$ cat config.mk
export PLATFORM = sky130hd
export DESIGN_NAME = ps2_kbd_device_tx_flat
export DESIGN_NICKNAME = d
export VERILOG_FILES = /design/src/rtl/ps2_kbd_device_tx_if.sv /design/src/rtl/ps2_kbd_device_tx.sv /design/src/flat_wrapper.sv
export SDC_FILE = /design/constraint.sdc
export NUM_CORES = 1
export LEC_CHECK = 0
export CELL_PAD_IN_SITES_DETAIL_PLACEMENT = 0
export CELL_PAD_IN_SITES_GLOBAL_PLACEMENT = 1
export CORE_MARGIN = 2
export CORE_UTILIZATION = 45
export DETAILED_ROUTE_END_ITERATION = 8
export GPL_TIMING_DRIVEN = 0
export PLACE_DENSITY_LB_ADDON = 0.1
export SYNTH_ARGS = -nofsm -noshare
export SYNTH_HDL_FRONTEND = slang
export SYNTH_SLANG_ARGS = --single-unit
$ cat constraint.sdc
create_clock -name clk_sys -period 4.2 [get_ports clk_sys]
set_clock_uncertainty 0.15 [all_clocks]
set_input_delay 0.42 -clock clk_sys [delete_from_list [all_inputs] [get_ports clk_sys]]
set_output_delay 0.42 -clock clk_sys [all_outputs]
set_load 0.02 [all_outputs]
$ cat src/rtl/ps2_kbd_device_tx_if.sv
// PS/2 open-drain line pair as seen from the device (keyboard) end.
// Drives are 1 = release, 0 = pull low; the sensed lines are the wired-AND result.
interface ps2_kbd_device_tx_if;
    logic ps2_clk_i;
    logic ps2_data_i;
    logic ps2_clk_o;
    logic ps2_data_o;

    modport master (
        input  ps2_clk_i,
        input  ps2_data_i,
        output ps2_clk_o,
        output ps2_data_o
    );

    modport slave (
        output ps2_clk_i,
        output ps2_data_i,
        input  ps2_clk_o,
        input  ps2_data_o
    );
endinterface

$ cat src/rtl/ps2_kbd_device_tx.sv
// Keyboard-side PS/2 transmitter: turns MiSTer ps2_key toggle events into scan-code
// bytes, queues them atomically and clocks them out, backing off on host inhibit.
module ps2_kbd_device_tx #(
    parameter int HALF_PERIOD = 1000,
    parameter int FIFO_AW     = 3,
    parameter int IDLE_CYCLES = 1400
) (
    input  logic                 clk_sys,
    input  logic                 reset_n,
    input  logic [10:0]          ps2_key,
    ps2_kbd_device_tx_if.master  ps2,
    output logic                 busy,
    output logic                 overflow,
    output logic [FIFO_AW:0]     fifo_level
);

    localparam int DEPTH   = 1 << FIFO_AW;
    localparam int LW      = FIFO_AW + 1;
    localparam int CNT_MAX = (2 * HALF_PERIOD > IDLE_CYCLES) ? 2 * HALF_PERIOD : IDLE_CYCLES;
    localparam int CNT_W   = $clog2(CNT_MAX + 1);

    localparam logic [CNT_W-1:0]   HALF_LAST = CNT_W'(HALF_PERIOD - 1);
    localparam logic [CNT_W-1:0]   GAP_LAST  = CNT_W'(2 * HALF_PERIOD - 1);
    localparam logic [CNT_W-1:0]   IDLE_LAST = CNT_W'(IDLE_CYCLES - 1);
    localparam logic [CNT_W-1:0]   SETTLE    = CNT_W'(16);
    localparam logic [FIFO_AW-1:0] PTR_ONE   = FIFO_AW'(1);
    localparam logic [FIFO_AW-1:0] PTR_TWO   = FIFO_AW'(2);

    localparam logic [2:0] ST_IDLE     = 3'd0;
    localparam logic [2:0] ST_WAIT_BUS = 3'd1;
    localparam logic [2:0] ST_BIT_HI   = 3'd2;
    localparam logic [2:0] ST_BIT_LO   = 3'd3;
    localparam logic [2:0] ST_GAP      = 3'd4;

    logic [1:0]         clkSync_q;
    logic [1:0]         dataSync_q;
    logic               busClk;
    logic               busData;

    logic               armed_q;
    logic               keyLast_q;
    logic               keyEvent;
    logic [1:0]         evLen;
    logic [7:0]         evByte0;
    logic [7:0]         evByte1;
    logic [7:0]         evByte2;

    logic [7:0]         mem_q [DEPTH];
    logic [FIFO_AW-1:0] wrPtr_q;
    logic [FIFO_AW-1:0] rdPtr_q;
    logic [FIFO_AW-1:0] wrAddr1;
    logic [FIFO_AW-1:0] wrAddr2;
    logic [LW-1:0]      level_q;
    logic [LW-1:0]      level_d;
    logic [LW-1:0]      freeSpace;
    logic [7:0]         headByte;
    logic               doPush;
    logic               doPop;
    logic               overflow_q;

    logic [2:0]         state_q;
    logic [2:0]         state_d;
    logic [CNT_W-1:0]   cnt_q;
    logic [CNT_W-1:0]   cnt_d;
    logic [3:0]         bitIdx_q;
    logic [3:0]         bitIdx_d;
    logic [3:0]         nextIdx;
    logic [10:0]        frame_q;
    logic [10:0]        frame_d;
    logic               clkOut_q;
    logic               clkOut_d;
    logic               dataOut_q;
    logic               dataOut_d;

    assign busClk  = clkSync_q[1];
    assign busData = dataSync_q[1];

    // Prefix order on the wire is E0, then F0, then the code itself.
    always_comb begin
        keyEvent  = armed_q && (ps2_key[10] != keyLast_q);
        evLen     = 2'd1 + {1'b0, ps2_key[8]} + {1'b0, ~ps2_key[9]};
        evByte0   = ps2_key[8] ? 8'hE0 : (ps2_key[9] ? ps2_key[7:0] : 8'hF0);
        evByte1   = (ps2_key[8] && !ps2_key[9]) ? 8'hF0 : ps2_key[7:0];
        evByte2   = ps2_key[7:0];
        freeSpace = LW'(DEPTH) - level_q;
        doPush    = keyEvent && (LW'(evLen) <= freeSpace);
        wrAddr1   = wrPtr_q + PTR_ONE;
        wrAddr2   = wrPtr_q + PTR_TWO;
        headByte  = mem_q[rdPtr_q];
        level_d   = level_q + (doPush ? LW'(evLen) : LW'(0)) - (doPop ? LW'(1) : LW'(0));
    end

    always_ff @(posedge clk_sys) begin
        if (doPush) begin
            mem_q[wrPtr_q] <= evByte0;
            if (evLen > 2'd1) mem_q[wrAddr1] <= evByte1;
            if (evLen > 2'd2) mem_q[wrAddr2] <= evByte2;
        end
    end

    always_comb begin
        state_d   = state_q;
        cnt_d     = cnt_q;
        bitIdx_d  = bitIdx_q;
        frame_d   = frame_q;
        clkOut_d  = clkOut_q;
        dataOut_d = dataOut_q;
        doPop     = 1'b0;
        nextIdx   = bitIdx_q + 4'd1;
        case (state_q)
            ST_IDLE: begin
                clkOut_d  = 1'b1;
                dataOut_d = 1'b1;
                if (level_q != '0) begin
                    frame_d = {1'b1, ~^headByte, headByte, 1'b0};
                    cnt_d   = '0;
                    state_d = ST_WAIT_BUS;
                end
            end
            ST_WAIT_BUS: begin
                if (busClk && busData) begin
                    if (cnt_q == IDLE_LAST) begin
                        cnt_d     = '0;
                        bitIdx_d  = '0;
                        dataOut_d = frame_q[0];
                        state_d   = ST_BIT_HI;
                    end else begin
                        cnt_d = cnt_q + 1'b1;
                    end
                end else begin
                    cnt_d = '0;
                end
            end
            ST_BIT_HI: begin
                // The stop bit is committed; only earlier bits can be aborted.
                if (cnt_q >= SETTLE && !busClk && bitIdx_q != 4'd10) begin
                    clkOut_d  = 1'b1;
                    dataOut_d = 1'b1;
                    cnt_d     = '0;
                    state_d   = ST_WAIT_BUS;
                end else if (cnt_q == HALF_LAST) begin
                    cnt_d    = '0;
                    clkOut_d = 1'b0;
                    state_d  = ST_BIT_LO;
                end else begin
                    cnt_d = cnt_q + 1'b1;
                end
            end
            ST_BIT_LO: begin
                if (cnt_q == HALF_LAST) begin
                    cnt_d    = '0;
                    clkOut_d = 1'b1;
                    if (bitIdx_q == 4'd10) begin
                        doPop     = 1'b1;
                        dataOut_d = 1'b1;
                        state_d   = ST_GAP;
                    end else begin
                        bitIdx_d  = nextIdx;
                        dataOut_d = frame_q[nextIdx];
                        state_d   = ST_BIT_HI;
                    end
                end else begin
                    cnt_d = cnt_q + 1'b1;
                end
            end
            ST_GAP: begin
                if (cnt_q == GAP_LAST) begin
                    cnt_d   = '0;
                    state_d = ST_IDLE;
                end else begin
                    cnt_d = cnt_q + 1'b1;
                end
            end
            default: begin
                cnt_d     = '0;
                clkOut_d  = 1'b1;
                dataOut_d = 1'b1;
                state_d   = ST_IDLE;
            end
        endcase
    end

    // The first cycle out of reset only samples the toggle so a stale level is not an event.
    always_ff @(posedge clk_sys or negedge reset_n) begin
        if (!reset_n) begin
            clkSync_q  <= 2'b11;
            dataSync_q <= 2'b11;
            armed_q    <= 1'b0;
            keyLast_q  <= 1'b0;
            wrPtr_q    <= '0;
            rdPtr_q    <= '0;
            level_q    <= '0;
            overflow_q <= 1'b0;
            state_q    <= ST_IDLE;
            cnt_q      <= '0;
            bitIdx_q   <= '0;
            frame_q    <= '1;
            clkOut_q   <= 1'b1;
            dataOut_q  <= 1'b1;
        end else begin
            clkSync_q  <= {clkSync_q[0], ps2.ps2_clk_i};
            dataSync_q <= {dataSync_q[0], ps2.ps2_data_i};
            armed_q    <= 1'b1;
            keyLast_q  <= ps2_key[10];
            wrPtr_q    <= doPush ? wrPtr_q + FIFO_AW'(evLen) : wrPtr_q;
            rdPtr_q    <= doPop ? rdPtr_q + PTR_ONE : rdPtr_q;
            level_q    <= level_d;
            overflow_q <= keyEvent && !doPush;
            state_q    <= state_d;
            cnt_q      <= cnt_d;
            bitIdx_q   <= bitIdx_d;
            frame_q    <= frame_d;
            clkOut_q   <= clkOut_d;
            dataOut_q  <= dataOut_d;
        end
    end

    assign ps2.ps2_clk_o  = clkOut_q;
    assign ps2.ps2_data_o = dataOut_q;
    assign busy           = (state_q != ST_IDLE) || (level_q != '0);
    assign overflow       = overflow_q;
    assign fifo_level     = level_q;

endmodule
$ cat src/flat_wrapper.sv
// flat-port wrapper written by rule: the top's interface ports become plain ports
module ps2_kbd_device_tx_flat 
#(
    parameter int HALF_PERIOD = 1000,
    parameter int FIFO_AW     = 3,
    parameter int IDLE_CYCLES = 1400
)
  (clk_sys, reset_n, ps2_key, busy, overflow, fifo_level, ps2_ps2_clk_i, ps2_ps2_data_i, ps2_ps2_clk_o, ps2_ps2_data_o);
  ps2_kbd_device_tx_if ps2_i ();
  input  logic clk_sys;
  input  logic reset_n;
  input  logic [10:0] ps2_key;
  output logic busy;
  output logic overflow;
  output logic [FIFO_AW:0] fifo_level;
  input wire logic [$bits(ps2_i.ps2_clk_i)-1:0] ps2_ps2_clk_i;
  input wire logic [$bits(ps2_i.ps2_data_i)-1:0] ps2_ps2_data_i;
  output wire logic [$bits(ps2_i.ps2_clk_o)-1:0] ps2_ps2_clk_o;
  output wire logic [$bits(ps2_i.ps2_data_o)-1:0] ps2_ps2_data_o;
  assign ps2_i.ps2_clk_i = ps2_ps2_clk_i;
  assign ps2_i.ps2_data_i = ps2_ps2_data_i;
  assign ps2_ps2_clk_o = ps2_i.ps2_clk_o;
  assign ps2_ps2_data_o = ps2_i.ps2_data_o;
  ps2_kbd_device_tx #(.HALF_PERIOD(HALF_PERIOD), .FIFO_AW(FIFO_AW), .IDLE_CYCLES(IDLE_CYCLES)) u_core (.clk_sys(clk_sys), .reset_n(reset_n), .ps2_key(ps2_key), .ps2(ps2_i), .busy(busy), .overflow(overflow), .fifo_level(fifo_level));
endmodule
==> results.md <==
- CP max-delay cell: clkdlybuf4s50_1
- VDD IR max: 223 uV
- Share of layout cells above drive strength 1: 11.6%
- FMAX: 0.259 GHz
- Final Core Density: between 50% and 60%
- ANT nets after route: 0
- Slew Limit Fails: 0
- Status: finished, final reports clean
- Die Wd: 120 um
- Final setup viols: 0
- Relative slew slack: 34.4%
- Reg2Reg Depth: 14
- Reg power frac: just over 40%
- H-tree Lvls: 3
- Crit path arrival time: 3.99 ns
- Sw Ratio: between 30% and 40%
- Drt total wl: 13.6 mm
- ANT cells: 0
- Register area share after synthesis: 51.1%
- Crit Path Category: in -> reg
- DR pass1 iterations: 5
- Post-synth EDFFs: 64
- WP buf/inv: 5
- Iter 0 DRT Violations: 358
- # clock sinks: 111
- Final worst-path cycle share: 91.9%
- Root Buffer: clkbuf_16
- Area growth, synth to finish: 12.5%
- Std cell rows: 42
- Starting Density: 46.0%
- CTS buffer count: 9
- GPL Wtd Cong: 0.907
- Clock power frac: approximately a quarter
- CP cell instances: clkdlybuf4s50_1, inv_1, ha_1, inv_1, ha_1, a21o_1, a41oi_2, buf_2, nand2_1, ha_1, inv_1, ha_1, a21o_1, a21oi_1, xor2_1
- P_leak: between 2 and 3 nW
- Height of the die: 120 um
- Hold Fails Final Rpt: 0
- Seq cells post-synth: roughly 110
- I/O pin total: 23
- Nets: 615
- Power share of the combinational group: 34.7%
- Synth unique cells: 64
- Hold Slack: 0.212 ns
- Syn_area_per_cell: 11.2 um^2
- Ys Warns: 0
- Most frequent cells in the layout: edfxtp_1, a21oi_1, nand2_1
- Reg2Reg Setup Slack: 0.65 ns
- PostCTS Resize Cnt: 0
- DIE AREA: approximately 0.014 mm^2
- Fin area: 0.00686 mm^2
- Switching power total: between 0.001 and 0.0015 W
- CTS tree: done
- Critical Path Most Common Cell: ha_1
- I/O Buffers: 22
- Critical path startpoint category: input pin
- CP max stage delay: 0.54 ns
- WHS Path Cells: 0
- Cell family with most CP delay: buffers and inverters
- CORE AREA: 0.0132 mm^2
- Hpwl dp: ~10 mm
- Worst min path class: reg -> reg
- Setup repair after global routing missed its margin: false
- Synth Flop Type: edfxtp_1
- Avg Vias per Cell: 5.63
- Clock buffer depth: 2
- Placed cell count: 744
- Vias: 4275
- Worst Path Max Fanout: 19
- Syn Inst Count: 545
- Pwr Density: 507 mW/mm^2
- GRT Residual Overflow: 0
- Global Route Usage Sum: 20.1%
- Number of max-cap violations: 0
- Initial antenna violation count: 0
- Setup crit end kind: flop
- Tmin final: 3.86 ns
- Post-synth ARST share: 42.3%
- Most common library cell in the layout ignoring fill and taps: edfxtp_1
- Fillers: 1225
- Worst path depth: 15
- Cell Area, Synth: just over 0.006 mm^2
- Cell-internal power: 0.00221 W
- First-pass GRT wire length: 22.5 mm
- Number of global-route vias before repair: 4227
- Post-route DRC: 0
- Finished Layout Cells: between 700 and 800
- Worst-path clk slew: around 0.070 ns
- Placed cell areas: 0.00656 mm^2
- Wire per inst: roughly 18 um
- Worst skew pair latency: between 0.3 and 0.4 ns
- Req. time, crit path: 4.33 ns
- Mapped Nets: 581
- Largest net degree at the start of global routing: 26
- Least-Margin Pin Slew: 0.984 ns
==> layer usage <==
| layer | share of wire (%) | up-vias | track usage [%] |
|---|---|---|---|
| li1 | - | 2047 | - |
| met1 | 45 | 2123 | 26.6 |
| met2 | 50 | 91 | 34.5 |
| met3 | 3.5 | 14 | 3.49 |
| met4 | 1.2 | 0 | 5.16 |
| met5 | 0 | - | 0 |
==> worst register-to-register path, cell delays in order, from the launching register on <==
cell and delay, ns:
dfrtp_1 0.41, inv_1 0.08, ha_1 0.28, inv_1 0.04, ha_1 0.28, a21o_1 0.19
a41oi_2 0.36, buf_2 0.42, nand2_1 0.14, ha_1 0.29, inv_1 0.06, ha_1 0.29
a21o_1 0.17, a21oi_1 0.16, xor2_1 0.15
==> Yosys cell counts (all sizes together), types with 4 or more instances <==
library cell | instances | share of area [%]
ha | 19 | 3.9
a21oi | 45 | 3.7
buf | 10 | 1.1
nand2b | 34 | 3.5
o22ai | 5 | 0.51
mux4 | 18 | 6.8
dfrtp | 31 | 13
a31oi | 5 | 0.51
nor3 | 9 | 0.82
edfxtp | 64 | 32
clkbuf | 15 | 0.92
nand3 | 11 | 0.90
nand4 | 5 | 0.51
nor2 | 33 | 2.0
inv | 27 | 1.7
and3 | 6 | 0.62
nand2 | 39 | 2.4
dfstp | 16 | 6.9
a31o | 4 | 0.57
mux2i | 10 | 1.7
o21ai | 32 | 2.6
and2 | 34 | 3.5
or3 | 4 | 0.49
a21o | 5 | 0.62
o31ai | 7 | 0.86
xor2 | 9 | 1.3
xnor2 | 11 | 1.6
==> power groups by stage <==
stage               logic (W)  clock network (W)  registers (W)
finish                0.00121           0.000855        0.00141
global route          0.00135           0.000915        0.00143
CTS                   0.00121           0.000875        0.00142
floorplan            0.000824                  0        0.00144
global placement      0.00118                  0        0.00144
detailed placement    0.00120                  0        0.00144
==> path summary, 6_finish.rpt <==
kind	to	startpoint
setup / recovery	u_core.fifo_level[3]	ps2_key[8]
hold / removal	u_core.clkSync_q[1]	u_core.clkSync_q[0]
setup reg to reg	u_core.fifo_level[3]	u_core.fifo_level[0]
hold reg to reg	u_core.clkSync_q[1]	u_core.clkSync_q[0]
max in group asynchronous	u_core.frame_q[4]	reset_n
min in group asynchronous	u_core.wrPtr_q[2]	reset_n
==> layout make-up <==
cell class	count	area, um^2	area share (%)
plain buffers	24	121	1.77
repair buffers	24	245	3.58
well taps	176	220	3.21
flip-flops and latches	111	3120	45.5
inverters	27	101	1.48
clock inverters	7	63.8	0.930
multi-input cells	382	2760	40.3
clock buffers	9	225	3.28
==> cell families (layout without fill, tap and decap cells) <==
group,Yosys count,count (layout),synth area share (%)
AND/OR/NAND/NOR,186,186,16.1
AO/OA/AOI/OAI,124,124,12.6
flip-flops,111,111,51.1
buffers and inverters,52,91,3.71
multiplexers,30,30,8.97
adder cells (fa/ha/maj),21,21,4.56
XOR/XNOR,20,20,2.87
other,1,1,0.0615
==> registers in the layout (all words and copies together) (netlist names), 2 cells and up <==
name / cells
u_core.mem_q: 64
u_core.fifo_level: 4
u_core.state_q: 3
u_core.rdPtr_q: 3
u_core.wrPtr_q: 3
u_core.clkSync_q: 2
u_core.frame_q: 10
u_core.cnt_q: 11
u_core.dataSync_q: 2
u_core.bitIdx_q: 4
==> stage by stage <==
| step | power, W | TNS (ns) | worst slack, ns |
|---|---|---|---|
| 6_report | 0.00347 | 0 | 0.339 |
| 3_3_place_gp | 0.00262 | -1.06 | -0.361 |
| 3_5_place_dp | 0.00264 | -0.740 | -0.366 |
| 5_1_grt | 0.00370 | 0 | 0.000191 |
| 2_1_floorplan | 0.00227 | 0 | 0.757 |
| 4_1_cts | 0.00350 | 0 | 0.327 |
==> timing repair <==
item,4_1_cts,5_1_grt
setup buffers,0,0
hold buffers,1,0
endpoints found under the hold margin,22,0
endpoints found under the setup margin,1,0
No activity file was read; power rests on OpenSTA's default activity.
